### src/rtl/alu_arb_pkg.sv
// Shared definitions for the two-requester ALU arbiter: FSM states, ALU opcodes, legality check.
// Latency: n/a (types and a pure combinational function only).
// Backpressure: n/a.
package alu_arb_pkg;

  typedef enum logic [1:0] {
    ST_IDLE = 2'd0,
    ST_EXEC = 2'd1,
    ST_RESP = 2'd2
  } state_e;

  // ALU function codes carried in opcode bits [3:0]
  localparam logic [3:0] OP_ADD  = 4'd1;
  localparam logic [3:0] OP_SUB  = 4'd2;
  localparam logic [3:0] OP_SLL  = 4'd3;
  localparam logic [3:0] OP_SLT  = 4'd5;
  localparam logic [3:0] OP_SLTU = 4'd6;
  localparam logic [3:0] OP_XOR  = 4'd7;
  localparam logic [3:0] OP_SRL  = 4'd8;
  localparam logic [3:0] OP_SRA  = 4'd9;
  localparam logic [3:0] OP_OR   = 4'd10;
  localparam logic [3:0] OP_AND  = 4'd11;

  // Immediate-operand flag; does not affect legality
  localparam int OP_IMM = 9;

  // Bit 9 (OP_IMM) is a don't-care for legality, so only bits [8:0] are inspected.
  function automatic logic op_is_legal(input logic [8:0] op);
    logic [3:0] fn;
    fn = op[3:0];
    op_is_legal = (op[8:4] == 5'd0) &&
                  (fn inside {OP_ADD, OP_SUB, OP_SLL, OP_SLT, OP_SLTU,
                              OP_XOR, OP_SRL, OP_SRA, OP_OR, OP_AND});
  endfunction

endpackage

### src/rtl/alu_arb_rr.sv
// Two-way request arbiter, one-hot grant; round-robin tie break when ALU_ARB_RR_EN is defined, else requester 0 wins ties.
// Latency: combinational grant; tie pointer updates on the clock edge of each grant.
// Backpressure: grants only while en is high; no internal queuing.
module alu_arb_rr (
`ifdef ALU_ARB_RR_EN
  input  logic       clk,
  input  logic       reset,
`endif
  input  logic       en,
  input  logic [1:0] req,
  output logic [1:0] gnt
);

`ifdef ALU_ARB_RR_EN
  // prio names the requester that wins the next tie
  logic prio;

  // pointer moves to the requester not just granted; reset favours requester 0
  always_ff @(posedge clk) begin
    if (reset)
      prio <= 1'b0;
    else if (|gnt)
      prio <= gnt[0];
  end

  // one-hot grant, tie resolved by the pointer
  always_comb begin
    gnt = 2'b00;
    if (en) begin
      if (req == 2'b11)
        gnt = prio ? 2'b10 : 2'b01;
      else
        gnt = req;
    end
  end
`else
  // one-hot grant, requester 0 always wins a tie
  always_comb begin
    gnt = 2'b00;
    if (en) begin
      if (req[0])
        gnt = 2'b01;
      else if (req[1])
        gnt = 2'b10;
    end
  end
`endif

endmodule

### src/rtl/alu_arb_ctrl.sv
// Shares one combinational ALU between two requesters (IDLE -> EXEC -> RESP); tie policy set by ALU_ARB_RR_EN.
// Latency: request accepted in cycle N, result presented with resp_valid in cycle N+2; issue interval >= 3 cycles.
// Backpressure: holds the response in RESP until resp_ready; no requester is granted until the FSM returns to IDLE.
module alu_arb_ctrl #(
  parameter int XLEN = 32,
  parameter int OP_W = 10
) (
  input  logic            clk,
  input  logic            reset,
  input  logic            req0_valid,
  input  logic            req1_valid,
  output logic            req0_ready,
  output logic            req1_ready,
  input  logic [OP_W-1:0] req0_op,
  input  logic [OP_W-1:0] req1_op,
  input  logic [XLEN-1:0] req0_a,
  input  logic [XLEN-1:0] req0_b,
  input  logic [XLEN-1:0] req1_a,
  input  logic [XLEN-1:0] req1_b,
  output logic [OP_W-1:0] alu_op,
  output logic [XLEN-1:0] alu_a,
  output logic [XLEN-1:0] alu_b,
  input  logic [XLEN-1:0] alu_rd,
  output logic            resp_valid,
  input  logic            resp_ready,
  output logic            resp_id,
  output logic [XLEN-1:0] resp_data,
  output logic            resp_err,
  output logic            busy
);
  import alu_arb_pkg::*;

  state_e          state, state_nxt;
  logic [1:0]      gnt;
  logic            take;
  logic            arb_en;
  logic [OP_W-1:0] op_sel, op_q;
  logic [XLEN-1:0] a_sel, b_sel, a_q, b_q;
  logic            legal_q, id_q;

  // Grants are only offered in IDLE and never while reset is asserted
  assign arb_en = (state == ST_IDLE) && !reset;
  assign take   = |gnt;

  alu_arb_rr u_arb (
`ifdef ALU_ARB_RR_EN
    .clk   (clk),
    .reset (reset),
`endif
    .en    (arb_en),
    .req   ({req1_valid, req0_valid}),
    .gnt   (gnt)
  );

  assign op_sel  = gnt[1] ? req1_op : req0_op;
  assign a_sel   = gnt[1] ? req1_a  : req0_a;
  assign b_sel   = gnt[1] ? req1_b  : req0_b;
  assign resp_id = id_q;

  // state register
  always_ff @(posedge clk) begin
    if (reset)
      state <= ST_IDLE;
    else
      state <= state_nxt;
  end

  // next-state: one EXEC cycle, RESP held until the consumer takes it
  always_comb begin
    state_nxt = state;
    case (state)
      ST_IDLE: if (take)       state_nxt = ST_EXEC;
      ST_EXEC:                 state_nxt = ST_RESP;
      ST_RESP: if (resp_ready) state_nxt = ST_IDLE;
      default:                 state_nxt = ST_IDLE;
    endcase
  end

  // outputs: ALU sees the no-op encoding except in EXEC with a legal opcode
  always_comb begin
    req0_ready = gnt[0];
    req1_ready = gnt[1];
    busy       = (state != ST_IDLE);
    resp_valid = (state == ST_RESP);
    alu_op     = '0;
    alu_a      = '0;
    alu_b      = '0;
    if (state == ST_EXEC && legal_q) begin
      alu_op = op_q;
      alu_a  = a_q;
      alu_b  = b_q;
    end
  end

  // latch the granted request, then capture the ALU result at the end of EXEC
  always_ff @(posedge clk) begin
    if (reset) begin
      op_q      <= '0;
      a_q       <= '0;
      b_q       <= '0;
      id_q      <= 1'b0;
      legal_q   <= 1'b0;
      resp_data <= '0;
      resp_err  <= 1'b0;
    end else begin
      if (take) begin
        op_q    <= op_sel;
        a_q     <= a_sel;
        b_q     <= b_sel;
        id_q    <= gnt[1];
        legal_q <= op_is_legal(op_sel[8:0]);
      end
      if (state == ST_EXEC) begin
        resp_data <= legal_q ? alu_rd : '0;
        resp_err  <= !legal_q;
      end
    end
  end

endmodule
### config.mk
export PLATFORM = sky130hd
export DESIGN_NAME = alu_arb_ctrl
export DESIGN_NICKNAME = d
export VERILOG_FILES = /design/src/rtl/alu_arb_pkg.sv /design/src/rtl/alu_arb_rr.sv /design/src/rtl/alu_arb_ctrl.sv
export SDC_FILE = /design/constraint.sdc
export NUM_CORES = 1
export LEC_CHECK = 0
export ABC_AREA = 1
export CAP_MARGIN = 5
export CORE_UTILIZATION = 39
export CTS_BUF_LIST = sky130_fd_sc_hd__clkbuf_4 sky130_fd_sc_hd__clkbuf_8 sky130_fd_sc_hd__clkbuf_16
export DETAILED_ROUTE_END_ITERATION = 6
export PLACE_DENSITY = 0.87
export SYNTH_ARGS = -nofsm -noshare
export SYNTH_HDL_FRONTEND = slang
export SYNTH_SLANG_ARGS = --single-unit
### constraint.sdc
create_clock -name clk -period 2.2 [get_ports clk]
set_clock_uncertainty 0.15 [all_clocks]
set_input_delay 0.44 -clock clk [delete_from_list [all_inputs] [get_ports clk]]
set_output_delay 0.44 -clock clk [all_outputs]
set_load 0.1 [all_outputs]
# Yosys cells after proc, flatten, opt, wreduce, memory -nomap -nowiden
# Index checks and enable logic that the tools add are counted.
[op_classes] n_reduce_logical=11 eq_ne=14 mux=13
[ops] cell="$mux W32" n=5
[ops] cell="$mux W10" n=2
[ops] cell="$eq A4 B4 Y1 const B" n=4
[ops] cell="$eq A4 B3 Y1 const B" n=3
[ops] cell="$mux W2" n=5
[ops] cell="$reduce_bool A10 Y1" n=1
[ops] cell="$eq A4 B2 Y1 const B" n=2
[ops] cell="$pmux W2 S3" n=1
[ops] cell="$logic_not A5 Y1" n=1
[ops] cell="$eq A4 B1 Y1 const B" n=1
[ops] cell="$logic_and A1 B1 Y1" n=3
[ops] cell="$eq A2 B1 Y1 const B" n=1
[ops] cell="$eq A2 B2 Y1 const B" n=1
[ops] cell="$logic_not A1 Y1" n=2
[ops] cell="$logic_not A2 Y1" n=1
[ops] cell="$ne A2 B1 Y1 const B" n=1
[ops] cell="$ne A2 B2 Y1 const B" n=1
[ops] cell="$reduce_and A2 Y1" n=1
[ops] cell="$reduce_bool A2 Y1" n=1
[ops] cell="$reduce_or A2 Y1" n=1
[totals] out_inout_bits=112 elab_cells=46 ff_bits=111 input_bits=185

# Longest topological paths before layout
# Gate-level depths: netlist of the first run.
[logic_depth] depth_word=7 depth_mapped=10 mapped_depth_nobuf=9

# Modules after synthesis
# A second synthesis of the first run with hierarchy kept.
[unflattened] hier_cells=852 hier_area_um2=5417.7
[by_module_without_submodules] module="alu_arb_ctrl" instances=1 cells_each=848 area_per_inst_um2=5400.2 seq_area_each_um2=2222.1
[by_module_without_submodules] module="alu_arb_rr" instances=1 cells_each=4 area_per_inst_um2=17.5 seq_area_each_um2=0.0

# Worst setup path before layout of the first run
# No wires, ideal clock.
[synth_timing] kind="register -> output" startpoint="register state[0]" endpoint="output port alu_a[22]" path_stages_with_launch=7 arrival_ns=2.264 n_path_buf=2 required_time_ns=1.610 setup_slack_ns=-0.654 cell_sequence="dfxtp_1 > inv_1 > nor2_1 > nand2_1 > clkbuf_1 > buf_1 > nor2_1"
[synth_via] elab_chain_cells=3
[synth_lines] item="from (decl)" line="alu_arb_ctrl.sv:33" rtl="state_e state, state_nxt;"
[synth_lines] item="from (signal assigned)" line="alu_arb_ctrl.sv:65" rtl="state <= state_nxt;"
[synth_lines] item="$eq A2 B1 Y1" line="alu_arb_ctrl.sv:88" rtl="if (state == ST_EXEC && legal_q) begin"
[synth_lines] item="$logic_and A1 B1 Y1" line="alu_arb_ctrl.sv:88"
[synth_lines] item="$mux W32" line="alu_arb_ctrl.sv:88"
[synth_lines] item="to (decl)" line="alu_arb_ctrl.sv:21" rtl="output logic [XLEN-1:0] alu_a,"
# No other way between the ends.

# Final worst setup path of the first run
[layout_timing] startpoint="register state[1]" endpoint="output port alu_b[27]"
[layout_via] elab_chain_cells=3
[layout_lines] item="$eq A2 B1 Y1" line="alu_arb_ctrl.sv:88"
[layout_lines] item="$logic_and A1 B1 Y1" line="alu_arb_ctrl.sv:88"
[layout_lines] item="$mux W32" line="alu_arb_ctrl.sv:88"
[layout_lines] item="to (decl)" line="alu_arb_ctrl.sv:22" rtl="output logic [XLEN-1:0] alu_b,"
# No other way between the ends.

==> flow_summary.json, run 1 <==
{
  "status": "finished with violations",
  "failed_checks": "negative setup slack",
  "ios": 297,
  "fin_util": 0.772,
  "syn-instance-count": 831,
  "overflow": 0,
  "cpMaxStageDelayCell": "dfxtp_1",
  "drc": 0,
  "start_util": 0.399,
  "dp_hpwl_um": 13800,
  "finalCriticalPeriod_ns": 2.25,
  "seq_area_frac_synth": 0.422,
  "final-hold-violation-count": 0,
  "yosysUniqueCellTypes": 19,
  "worst_pin_slew_ns": 1.08,
  "synth_top_area_share": 0.422,
  "h-tree-depth": 3,
  "crit_family": "buffers and inverters",
  "grt_setup_unrepaired": "yes",
  "p_per_area_nw_per_um2": 483,
  "clockBufferDepth": 2,
  "dr.pass1.iters": 5,
  "rows": 42,
  "die_w_um": 118,
  "placed_cell_area_sq_um": 9660,
  "clock-sinks": 111,
  "fin_area_sq_um": 10200,
  "cap_violations": 0,
  "dp.cells": 1279,
  "setup-tns-final_ns": -0.361,
  "ir_drop_mv": 0.604,
  "synthArstFlopShare": 0,
  "power_mw": 4.92,
  "cts_buffers": 9,
  "coreArea_sq_um": 13200,
  "slew_viol_final": 0,
  "hold_buffers": 0,
  "drive_above_1_share": 0.226,
  "synthMostInstantiatedCell": "nor2_1",
  "fin_crit_sh": 1.02,
  "grt_usage": 0.275,
  "area_delta_synth_final_pct": 93.5,
  "routabilityCongestion": 0.871,
  "final_nets": 1304,
  "grt_max_degree": 100,
  "syn_area_per_cell_sq_um": 6.33,
  "setup_violations": 21,
  "ys_seq_elements": 111,
  "crit_fanout": 7,
  "synth_largest_area_cell": "dfxtp_1",
  "worst_slack_ns": -0.0494,
  "vias": 6401,
  "yosysWarnings": 0,
  "synth_common_cells": "210 x nor2_1, 152 x nand2_1, 111 x dfxtp_1",
  "fp.dieH_um": 118,
  "worst_ep_arrival_time_ns": 1.66,
  "synth_area_sq_um": 5260,
  "hp-class": "in2reg",
  "cp_cell_sequence": "nor2_4 > nand2_8 > buf_12 > buf_8 > nor2_4 > buf_12",
  "path_class": "reg2out",
  "clk_pin_slew_ns": 0.08,
  "slew_headroom": 0.282,
  "viasPerCell": 4.92,
  "wirelength_um": 19800,
  "start_kind": "flop",
  "cts_root_buf": "clkbuf_16",
  "synthTopCellsByArea": "dfxtp_1 42%, nor2_1 15%, nand2_1 11%",
  "p_leak_nw": 3.89,
  "clkLatencyLatePin_ns": 0.35,
  "crit_buf_inv": 3,
  "synth-edff-count": 0,
  "synthFlopType": "dfxtp_1",
  "max_stage_delay_ns": 0.37,
  "wl_per_cell_um": 15.2,
  "ant_nets": 0,
  "dieArea_sq_um": 14000,
  "port_buffers": 296,
  "num-fill-cells": 871,
  "first_iter_violations": 361,
  "grt_pass1_vias": 6330,
  "cts_tree": "yes",
  "grt_pass1_wl_um": 30400,
  "layoutNonFillerInstCount": 1301,
  "antenna_found_initial": 1,
  "syn_nets": 1016,
  "worstSetupEndpointType": "output pin",
  "cp.required_ns": 1.61,
  "max_freq_mhz": 445
}
-- layer usage --
metal	up-vias	share of wire	global-route usage
li1	3141	-	-
met5	-	0	0
met3	58	0.078	0.0806
met2	276	0.52	0.519
met1	2926	0.36	0.277
met4	0	0.042	0.123
-- registers in the layout (all words and copies together) (netlist names) --
signal / flops
b_q: 32
resp_err: 1
legal_q: 1
state: 2
resp_data: 32
op_q: 10
a_q: 32
resp_id: 1
-- metrics by stage --
| step | worst slack [ns] | hold WS, ns |
|---|---|---|
| final | -0.0494 | 0.252 |
| after global routing | -0.101 | 0.252 |
| after CTS | -0.0640 | 0.235 |
| after detailed placement | -0.103 | 0.305 |
| after global placement | -0.0312 | 0.301 |
| after floorplan | -0.453 | 0.293 |
-- cells by family (layout without fill, tap and decap cells) --
| family | count (synthesis) | count (layout) | share of synthesized area |
|---|---|---|---|
| compound gates | 183 | 183 | 0.175 |
| buf+inv | 159 | 452 | 0.124 |
| flops | 111 | 111 | 0.422 |
| other cells | 0 | 1 | 0 |
| simple gates | 378 | 378 | 0.279 |
-- where the power goes --
part	switching [mW]	internal, mW
sequential	0.0616	2.12
combinational	0.561	0.515
clock	0.777	0.886
total	1.40	3.52
-- what timing repair did --
action | CTS | global route
setup buffers | 2 | 0
resized for setup | 14 | 20
endpoints found under the setup margin | 75 | 71
gates cloned | 1 | 2
pin swaps | 3 | 4
-- placed cells by master, fill, tap and decap left out --
cell	instances
a21oi_1	107
buf_12	84
buf_16	2
buf_4	61
buf_6	3
buf_8	1
bufinv_16	1
clkbuf_16	11
clkdlybuf4s50_1	183
clkinv_2	2
clkinv_4	1
clkinvlp_4	2
dfxtp_1	110
dfxtp_4	1
diode_2	1
inv_1	96
inv_2	3
inv_4	1
inv_6	1
nand2_1	151
nand2_8	1
nand3_1	4
nand3_2	1
nand3_4	1
nand4_1	8
nor2_1	135
nor2_2	9
nor2_4	68
o211a_1	1
o21ai_0	34
o21ai_1	41
-- layout make-up --
cell class / instances / area, sq um / share of cell area
clock buffers: 9 / 225 / 0.0221
well taps: 176 / 220 / 0.0216
flip-flops and latches: 111 / 2230 / 0.219
inverters: 100 / 378 / 0.0371
diodes: 1 / 2.50 / 0.000246
repair buffers: 336 / 4130 / 0.405
clock inverters: 7 / 72.6 / 0.00713
multi-input cells: 561 / 2930 / 0.288
-- path summary, 6_finish.rpt --
| kind | startpoint | to | cells past startpoint | slack [ns] |
|---|---|---|---|---|
| setup / recovery | state[1] | alu_b[27] | 6 | -0.05 |
| hold / removal | reset | op_q[5] | 3 | 0.25 |
| setup reg to reg | state[1] | b_q[19] | 7 | 0.19 |
| hold reg to reg | a_q[19] | a_q[19] | 2 | 0.32 |
-- worst register-to-register path, cell delays in order, from the launching register on --
cell and delay (ns):
dfxtp_1 0.37, nor2_4 0.28, nand3_4 0.12, buf_4 0.15
inv_2 0.08, buf_4 0.33, o21ai_0 0.22, a21oi_1 0.21
Note: power is estimated with default switching activity, not from simulation.
==> run 2: changes to the inputs <==
- CAP_MARGIN: 5 -> default
==> results of run 2 <==
Final layout, timing and power as in run 1 (identical DEF).
==> RTL change 1 (config.mk and constraints of run 1) <==
The 3 states of `state_e` get a one-hot encoding in 3 bits.
--- a/src/rtl/alu_arb_pkg.sv
+++ b/src/rtl/alu_arb_pkg.sv
@@ -5,6 +5,6 @@
 
-  typedef enum logic [1:0] {
-    ST_IDLE = 2'd0,
-    ST_EXEC = 2'd1,
-    ST_RESP = 2'd2
+  typedef enum logic [2:0] {
+    ST_IDLE = 3'b001,
+    ST_EXEC = 3'b010,
+    ST_RESP = 3'b100
   } state_e;
Check against the original RTL: no difference found for any inputs over 10 cycles, from zero or initial values and one cycle with reset high; not proved beyond that.
==> RTL change 1 against run 1 <==
The flow still finishes with violations (setup timing); power up 9.7%; wire length down 3.0%; non-clock buffer count down 6; register-to-register slack worse by 0.08 ns; via count about the same; sequential cell count up 1; worst setup slack worse by 0.041 ns; design area up 0.55%; area after synthesis up 0.90%; critical path type unchanged.
==> RTL change 1: results (changes against run 1) <==
Clock tree
  – # H-tree levels: 3 (unchanged)
  – CTS buffer count: 9 (unchanged)
  – Worst-skew pair later-pin latency: 0.35 ns (about the same)
  – Clock-pin slew on the worst setup and hold paths: 0.07 ns

Global route
  – Maximum number of pins on one net before global-route repair: 101 (+1.0%)
  – Vias in the first global route: 6246 (-1.3%)
  – First-pass GRT wire length: 30010 um (-1.4%)
  – Global-route usage over all layers: 0.2704 (-0.004779)
  – Antenna violations before repair: 0 (-1)

Finish
  – Ant. Diodes: 0 (-1)
  – Top flop regs: a_q x32, b_q x32, resp_data x32
  – Nets: 1302 (-0.15%)
  – ClkCell Share: 0.03336 (+0.004116)
  – Layout cells sized above 1: 0.2237 (-0.002271)
  – Inverters: 100 (unchanged)
  – Fillers: 864 (-0.80%)
  – CLK BUF: 12 (+3)
  – Nonclk buf count: 330 (-1.8%)
  – Multi-input combinational area share: 0.2914 (+0.003304)
  – Final core utilization: 0.7732 (+0.001188)
  – Seq. cell area: 2246 um^2 (+0.90%)
  – NonClk Buf Share: 0.3974 (-0.007726)
  – FFs & Latches: 112 (+0.90%)
  – Multi-input gates: 564 (+0.53%)

Synthesis
  – Post-synth ARST share: 0 (unchanged)
  – Post-synth top cells: 208 x nor2_1, 152 x nand2_1, 112 x dfxtp_1, 107 x a21oi_1, 97 x inv_1
  – Seq/Total Area, Yosys: 0.4221 (about the same)
  – Post-synth cell types: 22 (+3)
  – Largest cells by area after synthesis: dfxtp_1 42%, nor2_1 15%, nand2_1 11%, a21oi_1 10%, inv_1 6.9%
  – Post-synth net total: 1020 (+0.39%)
  – Yosys warning total: 0 (unchanged)

Detailed routing
  – Initial DRC count: 425 (+18%)
  – Final WL: 19180 um (-3.0%)
  – Avg Vias per Cell: 4.936 (+0.33%)

Power and ir drop
  – Peak supply drop: 0.4414 mV (-27%)
  – Lkg Pwr: 0.003898 uW (+0.24%)

Placement
  – Gpl congestion: 0.8732 (+0.25%)
  – Hpwl dp: 13410 um (-2.7%)
  – Area after DPL: 9688 um^2 (+0.32%)

STA
  – Final WS setup: -0.09051 ns (-0.04107 ns)
  – Final-report setup violation count: 64 (+200%)
  – Measured slew at the worst slew-check pin: 1.104 ns (+0.02625 ns)
  – Sum of negative setup slack: -3.063 ns (-2.702 ns)

Min path
  – Worst Hold Class: reg2reg

Outcome
  – Status: finished, violations left
  – Failing checks: setup timing

Critical path
  – CP arrival: 1.70 ns (+0.04 ns)
  – Max Fanout on Critical Path: 28 (+21)

Floorplan
  – Num rows: 42 (unchanged)
-- RTL change 1: routing by layer --
metal  wire [um]  track usage  vias to the layer above
met2        9649       0.4865                      275
met4         932       0.1606                        0
met3        1377      0.07239                       60
met1        7222       0.2797                     2924
li1            -            -                     3148
met5           0            0                        -
-- RTL change 1: kinds of logic (layout without fill, tap and decap cells) --
kind of cell,after synthesis,after routing,share of synthesized area
buf+inv,159,446,0.1246
compound gates,185,185,0.1755
simple gates,379,379,0.2777
flops,112,112,0.4221
-- RTL change 1: final timing paths --
check | slack, ns | depth (start not counted) | startpoint | endpoint
worst min-delay path | 0.32 | 2 | resp_data[25] | resp_data[25]
worst max-delay path | -0.09 | 5 | state[2] | alu_b[16]
worst min register to register | 0.32 | 2 | resp_data[25] | resp_data[25]
worst max register to register | 0.11 | 9 | state[2] | a_q[19]
-- RTL change 1: repair_timing --
action,4_1_cts,5_1_grt
pin swaps,4,1
resized for setup,19,2
hold endpoints to repair,0,0
buffers inserted,3,4
endpoints found under the setup margin,75,77
gates cloned,2,1
-- RTL change 1: power by group --
part | switching [uW] | internal (uW) | leakage [uW]
Combinational | 705 | 580 | 0.00282
Sequential | 79.7 | 2180 | 0.000912
Clock | 766 | 1090 | 0.000161
-- RTL change 1: per-stage QoR --
| stage | worst slack (ns) | cells |
|---|---|---|
| 3_3_place_gp | -0.08103 | 1273 |
| 4_1_cts | -0.1073 | 1294 |
| 5_1_grt | -0.1814 | 1298 |
| 3_5_place_dp | -0.2211 | 1273 |
| 6_report | -0.09051 | 1298 |
| 2_1_floorplan | -0.1668 | 835 |
-- RTL change 1: worst max-delay path, stage by stage (launching register included) --
cell and delay (ns):
dfxtp_2 0.34, nor3_4 0.23, nand2_4 0.15, buf_12 0.25, nor2_4 0.17, buf_12 0.18
==> RTL change 2 (settings of run 1) <==
Made on the original files. The parameter `XLEN` goes from 32 to 48.
--- a/src/rtl/alu_arb_ctrl.sv
+++ b/src/rtl/alu_arb_ctrl.sv
@@ -4,3 +4,3 @@
 module alu_arb_ctrl #(
-  parameter int XLEN = 32,
+  parameter int XLEN = 48,
   parameter int OP_W = 10
Ports: changed (8 resized); port bits go from 297 to 425. No check against the original RTL was run, so the function may have changed too.
==> RTL change 2 against run 1 <==
The run still ends with setup timing left; design area up 44%; worst setup slack worse by 0.058 ns; area after synthesis up 43%; sequential cell count up 48; non-clock buffer count up 133; count of clock-buffer cells in the layout up 8; wire length up 63%; power up 53%; critical path type unchanged; largest cell class unchanged.
==> RTL change 2: results (changes against run 1) <==
Finish
  – Top flop regs: a_q x48, b_q x48, resp_data x48
  – Ant. Diodes: 0 (-1)

Detailed routing
  – Via count: 9287 (+45%)
  – Met2 wire len: 16610 um (+60%)
  – Routed wl met3: 2348 um (+52%)
  – Initial DRC count: 491 (+36%)

STA
  – Rel. slew slack: 0.5294 (+0.2479)
  – Final-report setup violation count: 108 (+410%)
  – Final WS setup: -0.1079 ns (-0.05841 ns)

Placement
  – IO Port Bufs: 424 (+43%)
  – Pre-CTS setup slack: -0.2315 ns (-0.1285 ns)

Outcome
  – Failing checks: setup timing
  – Status: finished, violations left

Min path
  – Hold Path Cell Cnt: 4 (+1)
  – Worst hold path endpoint: resp_id

Power and ir drop
  – Lkg Pwr: 0.005563 uW (+43%)
  – Peak supply drop: 0.5605 mV (-7.1%)

Synthesis
  – Post-synth net total: 1442 (+42%)
  – Seq/Total Area, Yosys: 0.4241 (+0.001917)
  – Largest cells by area after synthesis: dfxtp_1 42%, nor2_1 15%, nand2_1 11%, a21oi_1 10%, inv_1 6.5%
  – Post-synth cell types: 21 (+2)

Critical path
  – RR Startpoint: state[0]
  – R2r endpoint: b_q[21]
  – Max Fanout on Critical Path: 5 (-2)

Global route
  – Maximum number of pins on one net before global-route repair: 148 (+48%)
  – Vias in the first global route: 9144 (+44%)

Clock tree
  – # H-tree levels: 4 (+1)
-- RTL change 2: layer usage --
metal / vias up / track usage
li1: 4447 / -
met1: 4317 / 0.3127
met2: 413 / 0.5598
met3: 110 / 0.08254
met4: 0 / 0.1768
met5: - / 0
-- RTL change 2: worst max-delay path by stage --
stage                from    endpoint  slack [ns]  cells after the start
2_1_floorplan    state[0]   alu_a[10]       -0.18                      5
4_1_cts          state[0]   alu_op[1]       -0.19                      7
5_1_grt          state[0]  req0_ready       -0.18                      6
6_report         state[1]   alu_b[16]       -0.11                      6
3_5_place_dp   req0_valid     legal_q       -0.23                     10
3_3_place_gp   req0_valid     legal_q       -0.17                     10
-- RTL change 2: kinds of logic after synthesis --
logic type / after synthesis / share of synthesized area
and+or+nand+nor: 538 / 0.2757
AOI/OAI and AO/OA: 263 / 0.1760
buffers and inverters: 217 / 0.1242
DFF: 159 / 0.4241
-- RTL change 2: repair_timing --
action | CTS | global route
setup buffers | 4 | 1
resized for setup | 44 | 23
pin swaps | 2 | 4
gates cloned | 6 | 10
endpoints found under the setup margin | 107 | 109
-- RTL change 2: metrics by stage --
step | util | std cells
CTS | 0.7667 | 1820
global route | 0.7810 | 1829
global placement | 0.7150 | 1778
finish | 0.7810 | 1829
floorplan | - | 1177
detailed placement | 0.7150 | 1778
-- RTL change 2: power by group --
| group | leakage (uW) | internal, uW | switching, uW | total, uW |
|---|---|---|---|---|
| Clock | 0.000281 | 1600 | 1330 | 2930 |
| Combinational | 0.00399 | 715 | 771 | 1490 |
| Sequential | 0.00130 | 3030 | 88.2 | 3120 |
-- RTL change 2: final cells by class --
cell class,instances,area (um^2),area share
clock buffers,17,425.4,0.02902
clock inverters,15,150.1,0.01024
inverters,132,501.7,0.03423
multi-input cells,803,4189,0.2858
flip-flops and latches,159,3187,0.2174
well taps,234,292.8,0.01997
repair buffers,469,5912,0.4033
-- RTL change 2: critical path, cell delays in order (launching register included) --
cell and delay (ns):
dfxtp_2 0.35, nor2_4 0.13, buf_12 0.15, nand2_4 0.13
clkbuf_16 0.20, nor2_2 0.13, buf_12 0.19
